## src/rtl/ccff_chain_loader.sv

```systemverilog
// Serialises bitstream words MSB-first onto a logic-tile configuration chain.
// Define CCFF_LOADER_CRC_EN to add a CRC-16-CCITT over the returning ccff_tail.
module ccff_chain_loader #(
    parameter int CHAIN_LEN = 1024,
    parameter int WORD_W    = 8,
    parameter int CNT_W     = 16,
    parameter int TIMEOUT   = 4096
) (
    input  logic              prog_clk,
    input  logic              pReset,
    input  logic              start,
    input  logic              abort,
    input  logic [WORD_W-1:0] cfg_data,
    input  logic              cfg_valid,
    output logic              cfg_ready,
    output logic              config_enable,
    output logic              ccff_head,
    output logic              ccff_shift,
    input  logic              ccff_tail,
    output logic              busy,
    output logic              done,
    output logic              error,
    output logic [CNT_W-1:0]  bits_left,
    output logic [15:0]       tail_crc
);

    localparam int NB_W = $clog2(WORD_W + 1);
    localparam int TO_W = $clog2(TIMEOUT + 1);

    typedef enum logic [2:0] {
        S_IDLE,
        S_LOAD,
        S_SHIFT,
        S_DONE,
        S_ERROR
    } state_e;

    state_e            state_q, state_d;
    logic [WORD_W-1:0] shreg_q, shreg_d;
    logic [NB_W-1:0]   nbits_q, nbits_d;
    logic [CNT_W-1:0]  bits_left_q, bits_left_d;
    logic [TO_W-1:0]   tmo_q, tmo_d;
    logic              cen_q, cen_d;
    logic              head_q, head_d;
    logic              shift_q, shift_d;
    logic              done_q, done_d;
    logic              err_q, err_d;
    logic [TO_W-1:0]   tmo_inc;
    logic [NB_W-1:0]   nbits_dec;

    always_comb begin
        state_d     = state_q;
        shreg_d     = shreg_q;
        nbits_d     = nbits_q;
        bits_left_d = bits_left_q;
        tmo_d       = tmo_q;
        done_d      = done_q;
        err_d       = err_q;
        cfg_ready   = 1'b0;
        tmo_inc     = tmo_q + TO_W'(1);
        nbits_dec   = nbits_q - NB_W'(1);

        unique case (state_q)
            S_IDLE, S_DONE, S_ERROR: begin
                if (start) begin
                    state_d     = S_LOAD;
                    bits_left_d = CNT_W'(CHAIN_LEN);
                    done_d      = 1'b0;
                    err_d       = 1'b0;
                    tmo_d       = '0;
                end
            end
            S_LOAD: begin
                // Abort wins, so never advertise acceptance in that cycle.
                cfg_ready = ~abort;
                if (abort) begin
                    state_d = S_ERROR;
                    err_d   = 1'b1;
                end else if (cfg_valid) begin
                    shreg_d = cfg_data;
                    if (bits_left_q < CNT_W'(WORD_W)) begin
                        nbits_d = NB_W'(bits_left_q);
                    end else begin
                        nbits_d = NB_W'(WORD_W);
                    end
                    state_d = S_SHIFT;
                end else begin
                    tmo_d = tmo_inc;
                    if (tmo_inc == TO_W'(TIMEOUT)) begin
                        state_d = S_ERROR;
                        err_d   = 1'b1;
                    end
                end
            end
            S_SHIFT: begin
                // The strobe for this cycle is already out, so count the bit.
                shreg_d     = shreg_q << 1;
                bits_left_d = bits_left_q - CNT_W'(1);
                nbits_d     = nbits_dec;
                if (abort) begin
                    state_d = S_ERROR;
                    err_d   = 1'b1;
                end else if (nbits_dec == '0) begin
                    if (bits_left_d == '0) begin
                        state_d = S_DONE;
                        done_d  = 1'b1;
                    end else begin
                        state_d = S_LOAD;
                        tmo_d   = '0;
                    end
                end
            end
            default: state_d = S_IDLE;
        endcase

        cen_d   = (state_d == S_LOAD) || (state_d == S_SHIFT);
        shift_d = (state_d == S_SHIFT);
        head_d  = shift_d & shreg_d[WORD_W-1];
    end

    always_ff @(posedge prog_clk or posedge pReset) begin
        if (pReset) begin
            state_q     <= S_IDLE;
            shreg_q     <= '0;
            nbits_q     <= '0;
            bits_left_q <= '0;
            tmo_q       <= '0;
            cen_q       <= 1'b0;
            head_q      <= 1'b0;
            shift_q     <= 1'b0;
            done_q      <= 1'b0;
            err_q       <= 1'b0;
        end else begin
            state_q     <= state_d;
            shreg_q     <= shreg_d;
            nbits_q     <= nbits_d;
            bits_left_q <= bits_left_d;
            tmo_q       <= tmo_d;
            cen_q       <= cen_d;
            head_q      <= head_d;
            shift_q     <= shift_d;
            done_q      <= done_d;
            err_q       <= err_d;
        end
    end

    assign config_enable = cen_q;
    assign ccff_head     = head_q;
    assign ccff_shift    = shift_q;
    assign busy          = (state_q == S_LOAD) || (state_q == S_SHIFT);
    assign done          = done_q;
    assign error         = err_q;
    assign bits_left     = bits_left_q;

`ifdef CCFF_LOADER_CRC_EN
    logic [15:0] crc_q, crc_d;
    logic        crc_restart;

    always_comb begin
        crc_restart = start && ((state_q == S_IDLE) || (state_q == S_DONE) ||
                                (state_q == S_ERROR));
        crc_d = crc_q;
        if (crc_restart) begin
            crc_d = 16'hFFFF;
        end else if (shift_q) begin
            crc_d = {crc_q[14:0], 1'b0} ^
                    ({16{crc_q[15] ^ ccff_tail}} & 16'h1021);
        end
    end

    always_ff @(posedge prog_clk or posedge pReset) begin
        if (pReset) begin
            crc_q <= '0;
        end else begin
            crc_q <= crc_d;
        end
    end

    assign tail_crc = crc_q;
`else
    logic unused_tail;
    assign unused_tail = ccff_tail;
    assign tail_crc    = '0;
`endif

endmodule

```

## config.mk

```make
export PLATFORM = sky130hd
export DESIGN_NAME = ccff_chain_loader
export DESIGN_NICKNAME = d
export VERILOG_FILES = /design/src/rtl/ccff_chain_loader.sv
export SDC_FILE = /design/constraint.sdc
export NUM_CORES = 1
export LEC_CHECK = 0
export ABC_AREA = 1
export BUFFER_PORTS_ARGS = -buffer_cell sky130_fd_sc_hd__buf_2
export CORE_MARGIN = 2
export CORE_UTILIZATION = 57
export DETAILED_ROUTE_END_ITERATION = 6
export MAX_ROUTING_LAYER = met4
export PLACE_DENSITY = 0.79
export SYNTH_ARGS = -nofsm -noshare
export SYNTH_HDL_FRONTEND = slang
export SYNTH_SLANG_ARGS = --single-unit
```

## constraint.sdc

```tcl
create_clock -name prog_clk -period 3.1 [get_ports prog_clk]
set_clock_uncertainty 0.2 [all_clocks]
set_input_delay 0.155 -clock prog_clk [delete_from_list [all_inputs] [get_ports prog_clk]]
set_output_delay 0.155 -clock prog_clk [all_outputs]
set_load 0.01 [all_outputs]
```

==> results.ini, run 1 <==
[sta]
slew_violations = 0
setup_viol = 0
relSlewSlack_pct = 30.6
tightest_slew_ns = 1.04
rsz0062_at_grt = no
min_period_ns = 2.52
fin_crit_sh_pct = 81.2
max_freq_mhz = 397
setup-tns-final_ns = 0
hold_viol = 0

[finish]
nets = 503
postLayoutCoreUtil_pct = 65.9
syn2layout_area_growth_pct = 11.2
stdcell_area_um2 = 3650
layout-drive-gt1-share_pct = 21.4
fin_cells = 557
antenna-diode-count = 0

[worst_setup_path]
cpLargestDelayFamily = simple AND/OR/NAND/NOR gates
path_max_fanout = 14
crit_path_max_incr_delay_ns = 0.43
worstSetupPathType = reg -> reg
slowest_stage = dfrtp_1
cp_common_cell = nand2_1
arrival_ns = 2.56
end_kind = flop
crit_path_cell_trace = inv_2, ha_1, nand3_4, nor2_1, nand2_1, nand2_1, nand2_1, inv_2, nand2_1, nor2_2, nand3_2, nand2_2, nand2_4, nand2_4, nand2_2, nand2_1
required_ns = 3.14
cp.buffers_inverters = 2
crit_path_start_kind = flop

[cts]
cts_buffers = 5
cts_setup_buffers = 0
clockBufferDepth = 2
clock_sinks = 49
cts_root_buffer = clkbuf_8
clk_latency_ns = 0.30
htreeDepth = 2
cts_tree = built
cts.clk_slew.worst_paths_ns = 0.10

[synthesis]
synth_cells = 440
synth_top_family_by_area = simple AND/OR/NAND/NOR gates
ys.flop_type = dfrtp_1
synth-simple-area-share_pct = 36.1
ys_warn_count = 0
synth_compound_area_share_pct = 9.74
synth_xor_area_share_pct = 2.66
async_reset_ff_share_pct = 100
ys_ff_latch = 49
synth_edf_count = 0
synth_adder_area_share_pct = 1.90
synth.avg_cell_area_um2 = 7.47
ys_seq_area_share_pct = 37.3
yosysUniqueCellTypes = 40
netlist_area_um2 = 3290
synthMuxAreaShare_pct = 0

[die]
coreArea_um2 = 5540
dieWidth_um = 79.9
initial_core_util_pct = 59.3
die_area_um2 = 6390
rows = 27
io_pins = 53
die_h_um = 79.9

[place]
io_buffers = 35
postPlaceCellArea_um2 = 3440
gp_congestion = 0.913
dp_cells = 539
dp_hpwl_mm = 5.01

[global_routing]
grt-ovfl-total = 0
grt_pass1_vias = 2782
grt_pass1_wl_mm = 11.8
grtUsageTotal_pct = 23.5
grt_max_degree = 50
antenna_found_initial = 0

[min_path]
min_path_type = in -> reg

[drt]
postRouteAntennaNets = 0
drt_iter0_drc = 155
drt-pass1-iter-count = 6
vias_per_cell = 5.22
routedWlPerCell_um = 12.5
dr_total_vias = 2910
wl_mm = 6.98
drc = 0

[flow_run]
maxCapViolCount = 0

[pwr]
totalPowerFinal_uw = 3260
leakage_uw = 0.00188
power.density_nw_per_um2 = 893
vdd_drop_max_uv = 591

[status]
outcome = complete, no violations

[stage by stage]
| step | hold slack (ns) | setup slack (ns) |
|---|---|---|
| after floorplan | 0.0831 | 0.872 |
| after global placement | 0.174 | 0.633 |
| after detailed placement | 0.181 | 0.604 |
| after CTS | 0.0272 | 0.586 |
| after global routing | 0.0618 | 0.354 |
| final | 0.0554 | 0.583 |
[cell type report]
| type | instances | area (um^2) |
|---|---|---|
| clock buffer | 5 | 68.8 |
| fill | 498 | 1890 |
| tap | 72 | 90.1 |
| inverter | 57 | 214 |
| timing repair buffer | 47 | 290 |
| clock inverter | 3 | 46.3 |
| sequential | 49 | 1230 |
| multi-input combinational | 324 | 1720 |
[sequential cells by signal, indices dropped and copies added (netlist names)]
name / count
error: 1
tmo_q: 13
nbits_q: 4
ccff_shift: 1
shreg_q: 8
bits_left: 16
state_q: 3
ccff_head: 1
config_enable: 1
done: 1
[worst reg2reg max path, stage by stage (launching register included)]
cell,delay (ns)
dfrtp_1,0.43
inv_2,0.12
ha_1,0.27
nand3_4,0.12
nor2_1,0.22
nand2_1,0.08
nand2_1,0.06
nand2_1,0.06
inv_2,0.05
nand2_1,0.06
nor2_2,0.10
nand3_2,0.09
nand2_2,0.10
nand2_4,0.13
nand2_4,0.22
nand2_2,0.06
nand2_1,0.06
[cells by family (layout without fill, tap and decap cells)]
family / count (synthesis) / in the layout
compound gates: 46 / 46
xor+xnor: 10 / 10
fa+ha+maj: 5 / 5
buf+inv: 82 / 112
flops: 49 / 49
other cells: 1 / 16
simple gates: 247 / 247
[path summary, 6_finish.rpt]
| path | from | end | slack, ns | cells after the start |
|---|---|---|---|---|
| setup reg to reg | bits_left[0]$_DFFE_PP0P_ | tmo_q[5]$_DFFE_PP0P_ | 0.58 | 16 |
| max in group asynchronous | pReset | tmo_q[0]$_DFFE_PP0P_ | 1.61 | 3 |
| hold / removal | cfg_valid | state_q[0]$_DFF_PP0_ | 0.06 | 4 |
| setup / recovery | bits_left[0]$_DFFE_PP0P_ | tmo_q[5]$_DFFE_PP0P_ | 0.58 | 16 |
| min in group asynchronous | pReset | bits_left[14]$_DFFE_PP0P_ | 0.46 | 3 |
| hold reg to reg | shreg_q[2]$_DFFE_PP0P_ | shreg_q[2]$_DFFE_PP0P_ | 0.29 | 2 |
[layer usage]
metal	wire (um)	track usage [%]
met1	3180	28.2
met5	0	-
met2	3460	41.0
met3	248	3.85
met4	89	6.61
[placed cells by master, fill, tap and decap left out, types with 2 or more instances in the layout]
master | netlist | routed
nand2_4 | 3 | 3
conb_1 | 1 | 16
o221ai_1 | 2 | 2
nor2_2 | 14 | 14
ha_1 | 5 | 5
nand4_1 | 5 | 5
nor2_1 | 41 | 41
nor2_4 | 4 | 4
nand2_2 | 16 | 16
dfrtp_1 | 49 | 49
xor2_1 | 6 | 6
buf_2 | 3 | 35
o21ai_1 | 3 | 3
inv_1 | 44 | 43
a21oi_1 | 8 | 8
clkbuf_8 | 0 | 5
a22oi_1 | 6 | 6
nand2_1 | 119 | 119
inv_2 | 13 | 14
nand3_1 | 28 | 28
nor3_1 | 6 | 6
dlygate4sd3_1 | 0 | 10
xnor2_1 | 4 | 4
buf_4 | 17 | 2
o21ai_0 | 8 | 8
nand3b_1 | 6 | 6
nor2_8 | 2 | 2
o22ai_1 | 11 | 11
[synth_stat cells, drive strengths merged (6+ instances only)]
library cell  instances  area (um^2)
nand3b                6         45.0
a22oi                 6         45.0
o21ai                12         71.3
buf                  22          174
dfrtp                49         1230
inv                  57          214
nand3                30          168
nor2                 61          327
nor3                  6         30.0
o22ai                11         68.8
a21oi                 8         40.0
nand2               138          581
xor2                  6         52.6
[power by group]
| part | leakage (uW) | total, uW | internal, uW | switching, uW |
|---|---|---|---|---|
| Combinational | 0.00117 | 1820 | 608 | 1220 |
| Clock | 0.0000543 | 471 | 242 | 229 |
| Sequential | 0.000651 | 966 | 804 | 162 |
| Total | 0.00188 | 3260 | 1650 | 1610 |
[what timing repair did]
action,in CTS,in global routing
resized for setup,0,0
hold buffers,10,0
hold endpoints to repair,58,0
Power figures use the tool's default switching activity.
==> run 2: changes to the inputs <==
==> constraint.sdc (replaced) <==
create_clock -name prog_clk -period 2.5 [get_ports prog_clk]
set_clock_uncertainty 0.2 [all_clocks]
set_input_delay 0.125 -clock prog_clk [delete_from_list [all_inputs] [get_ports prog_clk]]
set_output_delay 0.125 -clock prog_clk [all_outputs]
set_load 0.01 [all_outputs]
==> results.ini, run 2 (synthesized netlist as in run 1, its figures left out) <==
[global_routing]
grt_max_degree = 50
grt-ovfl-total = 0
antenna_found_initial = 0
grt_pass1_vias = 2728
grtUsageTotal_pct = 23.9
grt_pass1_wl_mm = 11.8

[worst_setup_path]
reg2reg_depth = 16
worstSetupPathType = reg -> reg
r2r_end = tmo_q[11]$_DFFE_PP0P_
crit_path_start_kind = flop
required_ns = 2.56
rrSetupSlack_ns = 0.18
arrival_ns = 2.38
r2r_start = bits_left[0]$_DFFE_PP0P_
path_max_fanout = 15
end_kind = flop

[sta]
rsz0062_at_grt = yes
tightest_slew_ns = 0.613
setup-tns-final_ns = 0
min_period_ns = 2.32
hold_viol = 0
max_freq_mhz = 431
fin_crit_sh_pct = 92.8
relSlewSlack_pct = 59.1
slew_violations = 0
holdWs_ns = 0.0217
setup_viol = 0

[status]
outcome = complete, no violations

[place]
io_buffers = 35
gp_congestion = 0.906
dp_hpwl_mm = 5.19
postPlaceCellArea_um2 = 3500

[pwr]
sequentialPowerShare_pct = 29.3
swShare_pct = 50.2
leakage_uw = 0.00191
power.density_nw_per_um2 = 1090
clkPwrFrac_pct = 11.7
power.switching_uw = 2040
vdd_drop_max_uv = 698
p_comb_share_pct = 59.0
p_int_uw = 2030

[finish]
nets = 512
antenna-diode-count = 0
largest_reg_flops = 16
num-fill-cells = 480
final_common_cell = nand2_1
syn2layout_area_growth_pct = 13.2
layout-drive-gt1-share_pct = 23.5
stdcell_area_um2 = 3720
layout_common_cells = nand2_1 (119), dfrtp_1 (49), inv_1 (43)

[min_path]
hold_path_end = state_q[0]$_DFF_PP0_
hold_depth = 4
hold_path_startpoint = cfg_valid
min_path_type = in -> reg

[cts]
cts_tree = built
clk_latency_ns = 0.31
htreeDepth = 2
clockBufferDepth = 2
cts_setup_buffers = 0
cts_root_buffer = clkbuf_8
cts.clk_slew.worst_paths_ns = 0.10
clock_sinks = 49
cts_buffers = 5

[flow_run]
maxCapViolCount = 0

[die]
initial_core_util_pct = 59.3
die_h_um = 79.9
io_pins = 53
coreArea_um2 = 5540
rows = 27
dieWidth_um = 79.9
die_area_um2 = 6390

[drt]
drc = 0
dr_total_vias = 2910
routedWlPerCell_um = 12.4
drt-pass1-iter-count = 5
wl_mm = 7.00
vias_per_cell = 5.14
postRouteAntennaNets = 0
drt_iter0_drc = 122

==> run 2: power groups by stage <==
stage / clock network, uW / logic [uW] / registers [uW]
floorplan: 0 / 1850 / 1210
global placement: 0 / 2240 / 1190
detailed placement: 0 / 2300 / 1200
CTS: 492 / 2320 / 1190
global route: 521 / 2720 / 1220
finish: 477 / 2400 / 1190
==> run 2: worst max-delay path by stage <==
stage	startpoint	end	cells past startpoint
after floorplan	bits_left[0]$_DFFE_PP0P_	tmo_q[1]$_DFFE_PP0P_	16
after global placement	bits_left[0]$_DFFE_PP0P_	tmo_q[10]$_DFFE_PP0P_	16
after detailed placement	bits_left[0]$_DFFE_PP0P_	tmo_q[12]$_DFFE_PP0P_	16
after CTS	bits_left[0]$_DFFE_PP0P_	tmo_q[0]$_DFFE_PP0P_	16
after global routing	bits_left[0]$_DFFE_PP0P_	tmo_q[0]$_DFFE_PP0P_	14
final	bits_left[0]$_DFFE_PP0P_	tmo_q[11]$_DFFE_PP0P_	16
==> run 2: final cells by class <==
type / instances / area, um^2 / area share, %
flip-flops and latches: 49 / 1230 / 32.9
repair buffers: 55 / 350 / 9.41
multi-input cells: 325 / 1750 / 47.0
clock inverters: 3 / 22.5 / 0.605
well taps: 72 / 90.1 / 2.42
inverters: 57 / 214 / 5.75
clock buffers: 5 / 68.8 / 1.85
==> run 2: through the flow <==
step | total power (uW) | instances | util (%) | setup WS (ns)
after floorplan | 3060 | 455 | - | 0.272
after global placement | 3430 | 547 | 63.1 | 0.153
after detailed placement | 3500 | 547 | 63.1 | 0.0937
after CTS | 4000 | 565 | 66.6 | 0.0574
after global routing | 4450 | 566 | 67.2 | 0.00516
final | 4070 | 566 | 67.2 | 0.181
==> run 2: metal layers <==
layer	up-vias	wire [um]	global-route usage, %
met3	5	280	4.30
met4	0	40	5.93
met5	-	0	-
met2	67	3550	41.3
met1	1359	3130	29.0
li1	1479	-	-
==> run 2: worst max-delay path, cell delays in order, from the launching register on <==
cell and delay [ns]:
dfrtp_1 0.40, inv_2 0.11, ha_2 0.24, nand3_4 0.13, nor2_2 0.17, nand2_1 0.07
nand2_1 0.06, nand2_1 0.05, inv_2 0.05, nand2_1 0.06, nor2_2 0.10, nand3_2 0.09
nand2_2 0.10, nand2_4 0.15, nand2_4 0.18, nand2_1 0.06, nand2_1 0.05
==> run 2: timing repair <==
item / 4_1_cts / 5_1_grt
hold buffers: 10 / 0
endpoints found under the hold margin: 59 / 0
endpoints found under the setup margin: 0 / 16
gates resized for setup: 0 / 5
